$ cat src/rtl/program_loader_if.sv
// Byte-in / word-out bus between a UART receiver, the program loader and the
// instruction memory plus MIPS core start control.
interface program_loader_if #(
    parameter int ADDR_W = 6
);
    logic [7:0]        rx_data;
    logic              rx_done;
    logic              imem_we;
    logic [ADDR_W-1:0] imem_addr;
    logic [31:0]       imem_data;
    logic              valid;
    logic              busy;
    logic [ADDR_W:0]   word_count;

    // master: UART/core side that feeds bytes and observes the loader
    modport master (
        output rx_data, rx_done,
        input  imem_we, imem_addr, imem_data, valid, busy, word_count
    );

    // slave: the loader itself
    modport slave (
        input  rx_data, rx_done,
        output imem_we, imem_addr, imem_data, valid, busy, word_count
    );
endinterface

$ cat src/rtl/program_loader.sv
// Program loader: assembles big-endian 32-bit words from UART bytes, writes
// them into instruction memory, and releases the core once a halt word has
// been written or the memory is full.
//
// state | meaning
// IDLE  | waiting for the first byte of a load
// RECV  | collecting bytes of the current word
// WRITE | one-cycle instruction-memory write of the assembled word
// DONE  | load finished, core enabled, bytes ignored until reset
module program_loader #(
    parameter int          N_WORDS   = 64,
    parameter int          ADDR_W    = 6,
    parameter logic [31:0] HALT_WORD = 32'hFFFF_FFFF
) (
    input  logic           i_clk,
    input  logic           i_reset,
    program_loader_if.slave bus
);
    typedef enum logic [1:0] {IDLE, RECV, WRITE, DONE} state_t;

    localparam logic [ADDR_W-1:0] LAST_ADDR = ADDR_W'(N_WORDS - 1);

    state_t            state;
    state_t            state_nxt;
    logic              accept;
    logic              word_end;
    logic [1:0]        byte_cnt;
    logic [31:0]       word_buf;
    logic [ADDR_W-1:0] word_addr;
    logic [ADDR_W-1:0] imem_addr_q;
    logic [31:0]       imem_data_q;
    logic [ADDR_W:0]   word_count_q;

    // The word being written ends the load if it is the marker or fills memory.
    assign word_end = (imem_data_q == HALT_WORD) || (imem_addr_q == LAST_ADDR);

    // State register.
    always_ff @(posedge i_clk) begin
        if (i_reset) begin
            state <= IDLE;
        end else begin
            state <= state_nxt;
        end
    end

    // Next-state and byte-acceptance decode; a byte arriving during WRITE
    // starts the next word unless the load is ending.
    always_comb begin
        state_nxt = state;
        accept    = 1'b0;
        case (state)
            IDLE: begin
                if (bus.rx_done) begin
                    accept    = 1'b1;
                    state_nxt = RECV;
                end
            end
            RECV: begin
                if (bus.rx_done) begin
                    accept = 1'b1;
                    if (byte_cnt == 2'd3) begin
                        state_nxt = WRITE;
                    end
                end
            end
            WRITE: begin
                if (word_end) begin
                    state_nxt = DONE;
                end else begin
                    state_nxt = RECV;
                    accept    = bus.rx_done;
                end
            end
            DONE: begin
                state_nxt = DONE;
            end
            default: begin
                state_nxt = IDLE;
            end
        endcase
    end

    // Byte assembly, write-port registers and word address/count bookkeeping.
    always_ff @(posedge i_clk) begin
        if (i_reset) begin
            byte_cnt     <= '0;
            word_buf     <= '0;
            word_addr    <= '0;
            imem_addr_q  <= '0;
            imem_data_q  <= '0;
            word_count_q <= '0;
        end else begin
            if (accept) begin
                word_buf <= {word_buf[23:0], bus.rx_data};
                byte_cnt <= byte_cnt + 2'd1;
                if (byte_cnt == 2'd3) begin
                    imem_data_q <= {word_buf[23:0], bus.rx_data};
                    imem_addr_q <= word_addr;
                end
            end
            if (state == WRITE) begin
                word_count_q <= word_count_q + 1'b1;
                // Saturate at the top so the address never wraps within a load.
                if (imem_addr_q != LAST_ADDR) begin
                    word_addr <= word_addr + 1'b1;
                end
            end
        end
    end

    assign bus.imem_we    = (state == WRITE);
    assign bus.imem_addr  = imem_addr_q;
    assign bus.imem_data  = imem_data_q;
    assign bus.valid      = (state == DONE);
    assign bus.busy       = (state == RECV) || (state == WRITE);
    assign bus.word_count = word_count_q;
endmodule

$ cat src/flat_wrapper.sv
// flat-port wrapper written by rule: the top's interface ports become plain ports
module program_loader_flat 
#(
    parameter int          N_WORDS   = 64,
    parameter int          ADDR_W    = 6,
    parameter logic [31:0] HALT_WORD = 32'hFFFF_FFFF
)
  (i_clk, i_reset, bus_rx_data, bus_rx_done, bus_imem_we, bus_imem_addr, bus_imem_data, bus_valid, bus_busy, bus_word_count);
  program_loader_if #(.ADDR_W(ADDR_W)) bus_i ();
  input  logic i_clk;
  input  logic i_reset;
  input wire logic [$bits(bus_i.rx_data)-1:0] bus_rx_data;
  input wire logic [$bits(bus_i.rx_done)-1:0] bus_rx_done;
  output wire logic [$bits(bus_i.imem_we)-1:0] bus_imem_we;
  output wire logic [$bits(bus_i.imem_addr)-1:0] bus_imem_addr;
  output wire logic [$bits(bus_i.imem_data)-1:0] bus_imem_data;
  output wire logic [$bits(bus_i.valid)-1:0] bus_valid;
  output wire logic [$bits(bus_i.busy)-1:0] bus_busy;
  output wire logic [$bits(bus_i.word_count)-1:0] bus_word_count;
  assign bus_i.rx_data = bus_rx_data;
  assign bus_i.rx_done = bus_rx_done;
  assign bus_imem_we = bus_i.imem_we;
  assign bus_imem_addr = bus_i.imem_addr;
  assign bus_imem_data = bus_i.imem_data;
  assign bus_valid = bus_i.valid;
  assign bus_busy = bus_i.busy;
  assign bus_word_count = bus_i.word_count;
  program_loader #(.N_WORDS(N_WORDS), .ADDR_W(ADDR_W), .HALT_WORD(HALT_WORD)) u_core (.i_clk(i_clk), .i_reset(i_reset), .bus(bus_i));
endmodule
$ cat config.mk
export PLATFORM = sky130hd
export DESIGN_NAME = program_loader_flat
export DESIGN_NICKNAME = d
export VERILOG_FILES = /design/src/rtl/program_loader_if.sv /design/src/rtl/program_loader.sv /design/src/flat_wrapper.sv
export SDC_FILE = /design/constraint.sdc
export NUM_CORES = 1
export LEC_CHECK = 0
export CAP_MARGIN = 5
export CORE_ASPECT_RATIO = 1.5
export CORE_MARGIN = 4
export CORE_UTILIZATION = 40
export CTS_CLUSTER_SIZE = 40
export DETAILED_ROUTE_END_ITERATION = 8
export PLACE_DENSITY_LB_ADDON = 0.08
export SYNTH_ARGS = -nofsm -noshare
export SYNTH_HDL_FRONTEND = slang
export SYNTH_SLANG_ARGS = --single-unit
$ cat constraint.sdc
create_clock -name i_clk -period 4.2 [get_ports i_clk]
set_clock_uncertainty 0.05 [all_clocks]
set_input_delay 0.42 -clock i_clk [delete_from_list [all_inputs] [get_ports i_clk]]
set_output_delay 0.42 -clock i_clk [all_outputs]
set_load 0.005 [all_outputs]
; Word-level counts from Yosys, hierarchy flattened
; Index checks and enable logic that the tools add are counted.
; Widths: inputs -> output; s select.
[word_totals]
regBits = 79
output_inout_bits = 48
inputBits = 11
elab_cells = 35
[op_classes]
eq_ne = 10
n_mux = 8
add_sub_neg = 3
reduce_logical = 7
[op_table]
columns = cell, count
row1 = $eq 32x32->1 const B, 1
row2 = $mux 2, 4
row3 = $pmux 2 s4, 1
row4 = $add 7x1->7 const B, 1
row5 = $add 6x1->6 const B, 1
row6 = $eq 2x2->1 const B, 3
row7 = $eq 6x6->1 const B, 1
row8 = $ne 6x6->1 const B, 1
row9 = $ne 2x2->1 const B, 2
row10 = $reduce_and 2->1, 2
row11 = $reduce_and 3->1, 1
row12 = $add 2x1->2 const B, 1
row13 = $eq 2x1->1 const B, 1
row14 = $logic_not 2->1, 1
row15 = $logic_or 1x1->1, 2
row16 = $mux 1, 2
row17 = $ne 2x1->1 const B, 1
row18 = $pmux 1 s2, 1
row19 = $reduce_or 2->1, 1

; Longest topological paths before layout
[logic_depth]
word_depth = 5
mapped_depth = 10

; Worst setup path before layout
; Ideal clock, no wire load.
[synth_timing]
path_type = flip-flop to flip-flop
start = register u_core.state[0]
end = register u_core.byte_cnt[0]
n_path_buf = 3
slack_ps = 2128
t_arrival_ps = 1898
setup_time_ps = 123
path_stages_with_launch = 10
synth_period_minus_slack_ps = 2072
cell_sequence = dfxtp_1 > inv_1 > ha_1 > buf_2 > o31a_1 > clkbuf_1 > o21a_4 > o21a_1 > buf_6 > mux2_1
[synth_between]
word_cells_on_any_way = 5
[synth_rtl]
columns = item, line
row1 = from (decl), program_loader.sv:23  ; state_t state;
row2 = from (signal assigned), program_loader.sv:42  ; state <= state_nxt;
row3 = $eq 2x2->1, --
row4 = via bus_imem_we, flat_wrapper.sv:14  ; output wire logic [$bits(bus_i.imem_we)-1:0] bus_imem_we;
row5 = $pmux 1 s2, program_loader.sv:51  ; case (state)
row6 = to (signal assigned), program_loader.sv:95  ; byte_cnt <= byte_cnt + 2'd1;
row7 = to (decl), program_loader.sv:27  ; logic [1:0] byte_cnt;
; The timed path passes the listed nets, and every way through them passes these cells.
; A chain may end at the register's enable or synchronous reset.

; Worst setup path after layout
[layout_timing]
start = register u_core.imem_data_q[14] (netlist: u_core.bus.imem_data[14])
end = register u_core.imem_data_q[22] (netlist: u_core.bus.imem_data[22])
[layout_between]
elab_chain_cells = 5
[layout_lines]
columns = item, line
row1 = from (decl), program_loader.sv:31  ; logic [31:0] imem_data_q;
row2 = from (signal assigned), program_loader.sv:97  ; imem_data_q <= {word_buf[23:0], bus.rx_data};
row3 = $eq 32x32->1, program_loader.sv:35  ; assign word_end = (imem_data_q == HALT_WORD) || (imem_addr_q == LAST_ADDR);
row4 = $logic_or 1x1->1, program_loader.sv:35
row5 = $mux 1, program_loader.sv:67  ; if (word_end) begin
row6 = $pmux 1 s2, program_loader.sv:51
row7 = $reduce_and 2->1 (no source line), --
; Every way passes these cells.

==> flow_metrics.tcl <==
set metrics [dict create \
    synth_cells 321 \
    track_usage_pct 14.5 \
    fin_crit_ns 2.58 \
    min_period_over_period_pct 61.5 \
    synth_cell_type_count 32 \
    route.detailed.drc 0 \
    postCtsSetupRepairBufs 0 \
    critPathCaptureType "flip-flop" \
    antenna_found_initial 0 \
    cts_tree "yes" \
    antenna_cells 0 \
    relSlewSlack_pct 28.2 \
    critPathLaunchType "flip-flop" \
    final_cell_mix "dfxtp_1, nand2b_1, mux2i_1, clkdlybuf4s50_1, nor2_1" \
    grt_pass1_wl_mm 11.6 \
    status "completed" \
    clk_latency_ns 0.33 \
    rsz0062_at_grt "no" \
    hold_path_class "reg -> reg" \
    grt_max_degree 72 \
    cts-root-buf "clkbuf_16" \
    final_max_slew_viol_count 0 \
    numCtsBuffers 9 \
    core.rowCount 40 \
    first_pass_iters 4 \
    tns_ns 0 \
    arrival_ns 2.79 \
    final_common_cell "dfxtp_1" \
    met1_length_mm 3.16 \
    pre_cts_ws_ns 1.60 \
    syn_area_sq_um 3370 \
    grt-ovfl-total 0 \
    cts_sinks 79 \
    hold_buffers 0 \
    synth_seq_cells 79 \
    required_ns 4.41 \
    die_area_sq_um 9980 \
    initial_core_util_pct 41.5 \
    path_cells "nand4_1, or4_1, o21a_4, o21ai_4, mux2i_1" \
    syn_avg_cell_area_sq_um 10.5 \
    synth_warnings 0 \
    p_leak_nw 1.69 \
    num-nets-final 392 \
    die_x_um 82.9 \
    route.met3.wl_um 297 \
    via_per_inst 4.77 \
    wl_mm 6.98 \
    vias 2307 \
    antenna_left 0 \
    max_freq_mhz 387 \
    met2_length_mm 3.38 \
    core_sq_um 8110 \
    dp_hpwl_mm 4.86 \
    htree_num_levels 3 \
    clock_path_buffers 2 \
    io_buffers 58 \
    drt_iter0_drc 101 \
    layout_setup_ws_ns 1.62 \
    crit_slowest_cell "o21ai_4" \
    ios 59 \
    cap_violations 0 \
    path_class "reg -> reg" \
    grt_pass1_vias 2311 \
    routabilityCongestion 0.714 \
    die_h_um 120 \
    drive_above_1_share_pct 5.80 \
    final-hold-violation-count 0 \
    area_growth_pct 26.8 \
    yosysSeqAreaShare_pct 47.0 \
    worst_slew_pin_slew_ns 1.07 \
    clkTransAtPathRegs_ns 0.06 \
    slowest_delay_ns 0.82 \
    highest_layer "met4" \
    wl_per_cell_um 14.4 \
    path_max_fanout 25 \
    ir_drop_mv 0.252 \
    power_density_nw_per_um2 461 \
    syn_nets 339 \
    post_cts_resized 0 \
    setup_viol 0 \
]
[power breakdown]
| group | switching [mW] | total, mW | leakage [nW] | internal (mW) |
|---|---|---|---|---|
| Combinational | 0.201 | 0.390 | 0.911 | 0.188 |
| Clock | 0.298 | 0.731 | 0.139 | 0.433 |
| Sequential | 0.0359 | 0.845 | 0.639 | 0.809 |
[cell usage after synthesis]
cell type  number  area share, %
or3_1           2           0.37
or4_4           1           0.33
inv_1           4           0.45
xor2_1          7            1.8
o21a_4          1           0.45
o31a_1          1           0.26
or4_1           1           0.22
a311oi_1        1           0.26
nand4_1        12            2.2
clkbuf_1       10            1.1
ha_1            7            2.6
o21ai_2         1           0.26
mux2_1          1           0.33
buf_6           5            1.7
xnor2_1         2           0.52
o21ai_0         3           0.45
or2b_1          1           0.22
buf_2           2           0.30
nand2b_1       77             14
a211oi_1        1           0.22
o32ai_1         1           0.26
nor2_1         15            1.7
and3_1          1           0.19
nand2_1        10            1.1
o21ai_4         1           0.48
nor2b_1         2           0.37
buf_1           1           0.11
a21oi_1         3           0.45
mux2i_1        65             19
and2_1          1           0.19
o21a_1          2           0.45
dfxtp_1        79             47
[state kept, by name (all words and copies together) (netlist names)]
name,cells
u_core.byte_cnt,2
u_core.state,2
u_core.word_buf,24
u_core.word_addr,6
u_core.bus.imem_data,32
u_core.bus.imem_addr,6
u_core.bus.word_count,7
[cell families after synthesis]
| group | count (synthesis) | share of synthesized area, % |
|---|---|---|
| AOI/OAI and AO/OA | 15 | 3.53 |
| xor gates and xnor gates | 9 | 2.34 |
| adders and majority gates | 7 | 2.60 |
| buffers and inverters | 22 | 3.64 |
| DFF | 79 | 47.0 |
| muxes | 66 | 19.7 |
| and+or+nand+nor | 123 | 21.2 |
[through the flow]
stage / power [mW] / hold WS (ns) / utilization, % / instance area, sq um / cells
after detailed placement: 1.26 / 0.430 / 49.1 / 3980 / 468
after global placement: 1.25 / 0.415 / 49.1 / 3980 / 468
after CTS: 2.00 / 0.439 / 52.6 / 4270 / 484
final: 1.97 / 0.435 / 52.6 / 4270 / 484
after global routing: 2.07 / 0.462 / 52.6 / 4270 / 484
after floorplan: 1.16 / 0.402 / - / 3370 / 321
[area by class of cell]
class                      count  area [sq um]
fill                         766          3840
multi-input combinational    220          1660
sequential                    79          1580
timing repair buffer          60           591
clock buffer                  12           256
tap                          105           131
clock inverter                 4          30.0
inverter                       4          15.0
[critical path: cells and delay by family, from the launching register on]
family | cells | cell delay [ns]
compound gates | 2 | 1.07
mux | 1 | 0.27
simple gates | 2 | 0.71
flops | 1 | 0.39
[layer usage]
metal,vias up,track usage [%]
li1,1191,-
met1,1055,16.7
met2,52,24.9
met3,9,4.43
met4,0,5.83
met5,-,0
[final timing paths]
check / startpoint / to / cells after the start / slack, ns
max: u_core.bus.imem_data[14] / u_core.bus.imem_data[22] / 5 / 1.62
min: u_core.word_buf[16] / u_core.bus.imem_data[24] / 2 / 0.44
max reg2reg: u_core.bus.imem_data[14] / u_core.bus.imem_data[22] / 5 / 1.62
min reg2reg: u_core.word_buf[16] / u_core.bus.imem_data[24] / 2 / 0.44
Note: power is estimated with default switching activity, not from simulation.
